`src/rtl/spi_top.sv`:
```
// Wishbone-slave SPI master: up to MAX_CHAR-bit full-duplex shifts, programmable
// sclk divider, selectable edges and bit order, SS_NB active-low selects and a done interrupt.
module spi_top #(
  parameter int SS_NB    = 8,
  parameter int MAX_CHAR = 128,
  parameter int DIV_LEN  = 16
) (
  input  logic             wb_clk_i,
  input  logic             wb_rst_i,
  input  logic [4:0]       wb_adr_i,
  input  logic [31:0]      wb_dat_i,
  output logic [31:0]      wb_dat_o,
  input  logic [3:0]       wb_sel_i,
  input  logic             wb_we_i,
  input  logic             wb_stb_i,
  input  logic             wb_cyc_i,
  output logic             wb_ack_o,
  output logic             wb_err_o,
  output logic             wb_int_o,
  output logic [SS_NB-1:0] ss_pad_o,
  output logic             sclk_pad_o,
  output logic             mosi_pad_o,
  input  logic             miso_pad_i
);
  localparam int WORDS = MAX_CHAR / 32;
  localparam int IW    = $clog2(MAX_CHAR);
  localparam int CW    = IW + 1;

  logic [MAX_CHAR-1:0] data_reg;
  logic [13:0]         ctrl_reg;
  logic [DIV_LEN-1:0]  div_reg, cnt_reg;
  logic [SS_NB-1:0]    ss_reg;
  logic [31:0]         dat_o_reg;
  logic                ack_reg, int_reg, sclk_reg, mosi_reg;
  logic [CW-1:0]       tx_cnt_reg, rx_cnt_reg;

  logic        busy, rx_neg, tx_neg, lsb, ie, ass;
  logic        req, wr, go, tick, rise, fall, tx_edge, rx_edge, last;
  logic [2:0]  word;
  logic [31:0] wmask, ctrl_wr, div_wr, ss_wr, rd_data;
  logic [13:0] ctrl_next;
  logic [CW-1:0] len, len_next;
  logic        unused_bits;

  genvar gi;
  generate
    for (gi = 0; gi < 4; gi++) begin : g_lane
      assign wmask[gi*8 +: 8] = {8{wb_sel_i[gi]}};
    end
  endgenerate

  function automatic logic [CW-1:0] char_len(input logic [6:0] f);
    return (f == 7'd0) ? CW'(MAX_CHAR) : CW'(f);
  endfunction

  // Register position of the n-th bit on the wire; received bit n lands where
  // transmitted bit n came from, so DATA ends up in transmitted bit order.
  function automatic logic [IW-1:0] bit_pos(input logic [CW-1:0] n, input logic [CW-1:0] l,
                                            input logic lsb_first);
    logic [CW-1:0] p;
    p = lsb_first ? n : (l - CW'(1) - n);
    return p[IW-1:0];
  endfunction

  always_comb begin
    busy      = ctrl_reg[8];
    rx_neg    = ctrl_reg[9];
    tx_neg    = ctrl_reg[10];
    lsb       = ctrl_reg[11];
    ie        = ctrl_reg[12];
    ass       = ctrl_reg[13];
    req       = wb_stb_i & wb_cyc_i & ~ack_reg;
    wr        = req & wb_we_i;
    word      = wb_adr_i[4:2];
    ctrl_wr   = (32'(ctrl_reg) & ~wmask) | (wb_dat_i & wmask);
    div_wr    = (32'(div_reg) & ~wmask) | (wb_dat_i & wmask);
    ss_wr     = (32'(ss_reg) & ~wmask) | (wb_dat_i & wmask);
    ctrl_next = {ctrl_wr[13:8], 1'b0, ctrl_wr[6:0]};
    go        = wr && (word == 3'd4) && !busy && ctrl_next[8];
    len       = char_len(ctrl_reg[6:0]);
    len_next  = char_len(ctrl_next[6:0]);
    tick      = busy && (cnt_reg == '0);
    rise      = tick && !sclk_reg;
    fall      = tick && sclk_reg;
    tx_edge   = tx_neg ? fall : rise;
    rx_edge   = rx_neg ? fall : rise;
    // The transfer always ends on the len-th falling edge so sclk idles low.
    last      = fall && (rx_cnt_reg == (rx_neg ? (len - CW'(1)) : len));
    rd_data   = '0;
    case (word)
      3'd4:    rd_data = 32'(ctrl_reg);
      3'd5:    rd_data = 32'(div_reg);
      3'd6:    rd_data = 32'(ss_reg);
      default: begin
        for (int w = 0; w < WORDS; w++)
          if (word == 3'(w)) rd_data = data_reg[w*32 +: 32];
      end
    endcase
    unused_bits = &{1'b0, wb_adr_i[1:0], ctrl_wr[31:14], ctrl_wr[7], div_wr, ss_wr};
  end

  always_ff @(posedge wb_clk_i or negedge wb_rst_i) begin
    if (!wb_rst_i) begin
      data_reg   <= '0;
      ctrl_reg   <= '0;
      div_reg    <= '0;
      cnt_reg    <= '0;
      ss_reg     <= '0;
      dat_o_reg  <= '0;
      ack_reg    <= 1'b0;
      int_reg    <= 1'b0;
      sclk_reg   <= 1'b0;
      mosi_reg   <= 1'b0;
      tx_cnt_reg <= '0;
      rx_cnt_reg <= '0;
    end else begin
      ack_reg <= req;
      if (req) dat_o_reg <= rd_data;
      if (ack_reg) int_reg <= 1'b0;
      if (wr && word == 3'd6) ss_reg <= ss_wr[SS_NB-1:0];
      if (wr && !busy && word == 3'd5) div_reg <= div_wr[DIV_LEN-1:0];
      if (wr && !busy && word == 3'd4) ctrl_reg <= ctrl_next;
      for (int w = 0; w < WORDS; w++)
        if (wr && !busy && word == 3'(w))
          data_reg[w*32 +: 32] <= (data_reg[w*32 +: 32] & ~wmask) | (wb_dat_i & wmask);

      if (go) begin
        // First bit goes out right away; with TX_NEG=0 the first rising edge re-drives it.
        cnt_reg    <= div_reg;
        sclk_reg   <= 1'b0;
        rx_cnt_reg <= '0;
        tx_cnt_reg <= ctrl_next[10] ? CW'(1) : CW'(0);
        mosi_reg   <= data_reg[bit_pos(CW'(0), len_next, ctrl_next[11])];
      end else if (busy) begin
        cnt_reg <= tick ? div_reg : (cnt_reg - DIV_LEN'(1));
        if (tick) sclk_reg <= ~sclk_reg;
        if (tx_edge && tx_cnt_reg < len) begin
          mosi_reg   <= data_reg[bit_pos(tx_cnt_reg, len, lsb)];
          tx_cnt_reg <= tx_cnt_reg + CW'(1);
        end
        if (rx_edge && rx_cnt_reg < len) begin
          data_reg[bit_pos(rx_cnt_reg, len, lsb)] <= miso_pad_i;
          rx_cnt_reg <= rx_cnt_reg + CW'(1);
        end
        if (last) begin
          ctrl_reg[8] <= 1'b0;
          if (ie) int_reg <= 1'b1;
        end
      end
    end
  end

  assign wb_dat_o   = dat_o_reg;
  assign wb_ack_o   = ack_reg;
  assign wb_err_o   = 1'b0;
  assign wb_int_o   = int_reg;
  assign sclk_pad_o = sclk_reg;
  assign mosi_pad_o = mosi_reg;
  assign ss_pad_o   = ~(ss_reg & (ass ? {SS_NB{busy}} : {SS_NB{1'b1}}));
endmodule

```
`config.mk`:
```
export PLATFORM = sky130hd
export DESIGN_NAME = spi_top
export DESIGN_NICKNAME = d
export VERILOG_FILES = /design/src/rtl/spi_top.sv
export SDC_FILE = /design/constraint.sdc
export NUM_CORES = 1
export LEC_CHECK = 0
export ABC_AREA = 1
export BUFFER_PORTS_ARGS = -buffer_cell sky130_fd_sc_hd__buf_2
export CELL_PAD_IN_SITES_DETAIL_PLACEMENT = 0
export CELL_PAD_IN_SITES_GLOBAL_PLACEMENT = 1
export CORE_AREA = 4 4 225 227
export DETAILED_ROUTE_END_ITERATION = 8
export DIE_AREA = 0 0 229 231
export GPL_TIMING_DRIVEN = 0
export HOLD_SLACK_MARGIN = 0.12
export PLACE_DENSITY_LB_ADDON = 0.1
export SLEW_MARGIN = 20
export SYNTH_ARGS = -nofsm -noshare
export SYNTH_HDL_FRONTEND = slang
export SYNTH_SLANG_ARGS = --single-unit
```
`constraint.sdc`:
```
create_clock -name wb_clk_i -period 5.26 [get_ports wb_clk_i]
set_clock_uncertainty 0.05 [all_clocks]
set_input_delay 0.263 -clock wb_clk_i [delete_from_list [all_inputs] [get_ports wb_clk_i]]
set_output_delay 0.263 -clock wb_clk_i [all_outputs]
set_load 0.02 [all_outputs]
```
==> flow_summary.ini <==
[place]
pre_cts_ws_ns = 0.218
gp_congestion = 1.04
dp_hpwl_um = 76600
port_buffers = 85

[floorplanning]
ioPinCount = 92
die_area_mm2 = 0.0529
dieHeight_um = 231
start_util = 0.348
core_area_mm2 = 0.0486
rows = 81
die_w_um = 229

[critical_path]
reg2reg_depth = 17
crit_top_cell = nand2_1
timing.rr.start = ctrl_reg[0]
crit_end = mosi_pad_o
slowest_stage = clkbuf_1
crit_cells = 17
r2r-end = mosi_pad_o
cp-startpoint = ctrl_reg[0]
path_cells = inv_1 > ha_1 > inv_1 > fa_1 > o21ai_2 > clkbuf_1 > nor3_1 > o21ai_0 > nand2_1 > nand2_1 > nand2_1 > o22ai_1 > nand2_1 > nand3_1 > nand3_1 > nand2_1 > nand2_1
critPathTopFamily = compound AO/OA/AOI/OAI gates
crit_buf_inv = 3
endpoint_kind = register
crit_required_ns = 5.70
arrival_ns = 5.44
crit_type = register to register
r2r_slack_ns = 0.26
path_max_fanout = 10
max_stage_delay_ns = 0.74
crit_path_start_kind = register

[cts]
htreeDepth = 1
root_buffer = clkbuf_16
insertion_delay_ns = 0.61
post_cts_buffers = 0
clock_sinks = 233
cts_buffers = 31
cts_tree = built
path_clk_slew_ns = 0.06
clk_path_buf_depth = 3

[global_route]
grt_util_all_layers = 0.366
grt_pass1_wl_um = 139000
met3_usage = 0.0564
use_met1 = 0.450
gr-max-usage-layer = met2
use_met2 = 0.586
grt_max_degree = 87
grt_overflow_total = 0
grt_pass1_vias = 18464
antenna_found_initial = 1

[timing]
drv_slew = 0
fmax_ghz = 0.200
rsz0062_at_grt = false
timing.setup.tns_ns = 0
relSlewSlack = 0.165
worst_slew_pin_slew_ns = 1.25
hold_viol_final = 0
layout_setup_ws_ns = 0.259
period_needed_ns = 5.00
timing.hold.ws_ns = 0.183
fin_crit_sh = 0.951
finalSetupViolCount = 0

[yosys]
syn_inst = 2446
yosysUniqueCellTypes = 58
synthTopCellsByArea = dfrtp_1 (34%), nand2_1 (10%), o21ai_0 (7.2%)
ys.flop_type = dfrtp_1
synthTopCellsByCount = nand2_1 (470), inv_1 (279), o21ai_0 (243)
yosys_warnings = 0
synth_edf_count = 0
syn_area_per_cell_um2 = 6.91
ys_ff_latch = 233
synthArstFlopShare = 1.00
synth_top_area_share = 0.345
syn-num-nets = 2530
yosysSeqAreaShare = 0.345
yosysTopAreaCell = dfrtp_1
netlist_area_mm2 = 0.0169
synth_most_common_cell = nand2_1

[final_layout]
areaGrowthSynthToFinish_pct = 15.0
fin_nets = 2671
n_fill_cell = 5290
drive_gt1_frac = 0.107

[hold_path]
hold_path.class = input pin to async pin

[route]
routedWlPerCell_um = 30.9
vias = 19383
first_pass_iters = 6
dr.first_iter.drc_count = 2329
ant_nets = 0
vias_per_cell = 5.99
drcViolationCount = 0
wirelength_um = 100000

[power_and_ir_drop]
power_w = 0.00861
powerDensity_mw_per_mm2 = 443
ir_drop_mv = 0.259
leakage_nw = 8.91

[job]
max-cap-violations = 0

[status]
status = complete, no violations
[worst reg2reg max path: cells and delay by family, from the launching register on]
family,cells,cell delay [ns]
flops,1,0.55
simple gates,9,0.85
buf+inv,3,1.20
fa+ha+maj,2,0.88
compound gates,3,1.35
[worst min-delay path by stage]
stage,startpoint,end,depth (start not counted)
final,wb_rst_i,tx_cnt_reg[7],2
after global routing,wb_dat_i[25],data_reg[57],5
after CTS,wb_dat_i[25],data_reg[25],5
after detailed placement,wb_rst_i,tx_cnt_reg[2],1
after global placement,wb_dat_o[6],wb_dat_o[6],1
after floorplan,wb_rst_i,async pin,0
[cells by family (layout without fill, tap and decap cells)]
| kind of cell | count (synthesis) | in the layout | synth area share |
|---|---|---|---|
| xor+xnor | 30 | 30 | 0.0160 |
| compound gates | 656 | 656 | 0.228 |
| simple gates | 1040 | 1040 | 0.272 |
| buf+inv | 444 | 610 | 0.107 |
| fa+ha+maj | 37 | 37 | 0.0283 |
| flops | 233 | 233 | 0.345 |
| other cells | 1 | 2 | 0.000222 |
| mux | 5 | 5 | 0.00333 |
[metal layers]
| metal | wire length, um | vias up |
|---|---|---|
| li1 | - | 8635 |
| met1 | 38700 | 9375 |
| met2 | 44700 | 1066 |
| met3 | 7450 | 307 |
| met4 | 9120 | 0 |
| met5 | 0 | - |
[cell type report]
cell class                      count  area [um2]  share of cell area
Tap cell                          622         778              0.0400
Clock buffer                       46         902              0.0464
Sequential cell                   233        5830               0.300
Buffer                            136         651              0.0335
Multi-Input combinational cell   1769        9270               0.477
Clock inverter                     12         144             0.00740
Antenna cell                        1        2.50            0.000129
Inverter                          308        1160              0.0597
Timing Repair Buffer              108         701              0.0360
[stage by stage]
step | util | cell area (um2) | instances
after floorplan | - | 16900 | 2446
after global placement | 0.372 | 18100 | 3153
after CTS | 0.399 | 19400 | 3234
after global routing | 0.400 | 19400 | 3234
final | 0.400 | 19400 | 3235
after detailed placement | 0.374 | 18200 | 3155
[cell usage in the layout (no fill, tap or decap), drive strengths merged, types with 3 or more instances in the layout]
master       instances
nand2              483
inv                306
o21ai              266
nand3              240
nor2               240
dfrtp              233
o22ai              180
buf                147
clkbuf             122
a21oi               83
o31ai               71
nor3                50
ha                  35
o211ai              29
xor2                28
dlygate4sd3         21
nand4               10
clkinv               9
a221oi               8
nor4                 8
a31oi                6
or2                  6
mux2                 5
o21bai               3
a22oi                3
bufinv               3
[report_power, final]
part | total [W] | internal, W | leakage, nW | switching (W)
combinational | 0.00397 | 0.00107 | 5.61 | 0.00290
clock | 0.00224 | 0.00132 | 0.512 | 0.000917
sequential | 0.00239 | 0.00212 | 2.79 | 0.000269
total | 0.00861 | 0.00452 | 8.91 | 0.00409
[repair_timing]
action,in CTS,in global routing
hold buffers,21,0
hold endpoints to repair,99,0
endpoints found under the setup margin,0,1
gates resized for setup,0,1
(Power assumes the default switching activity.)
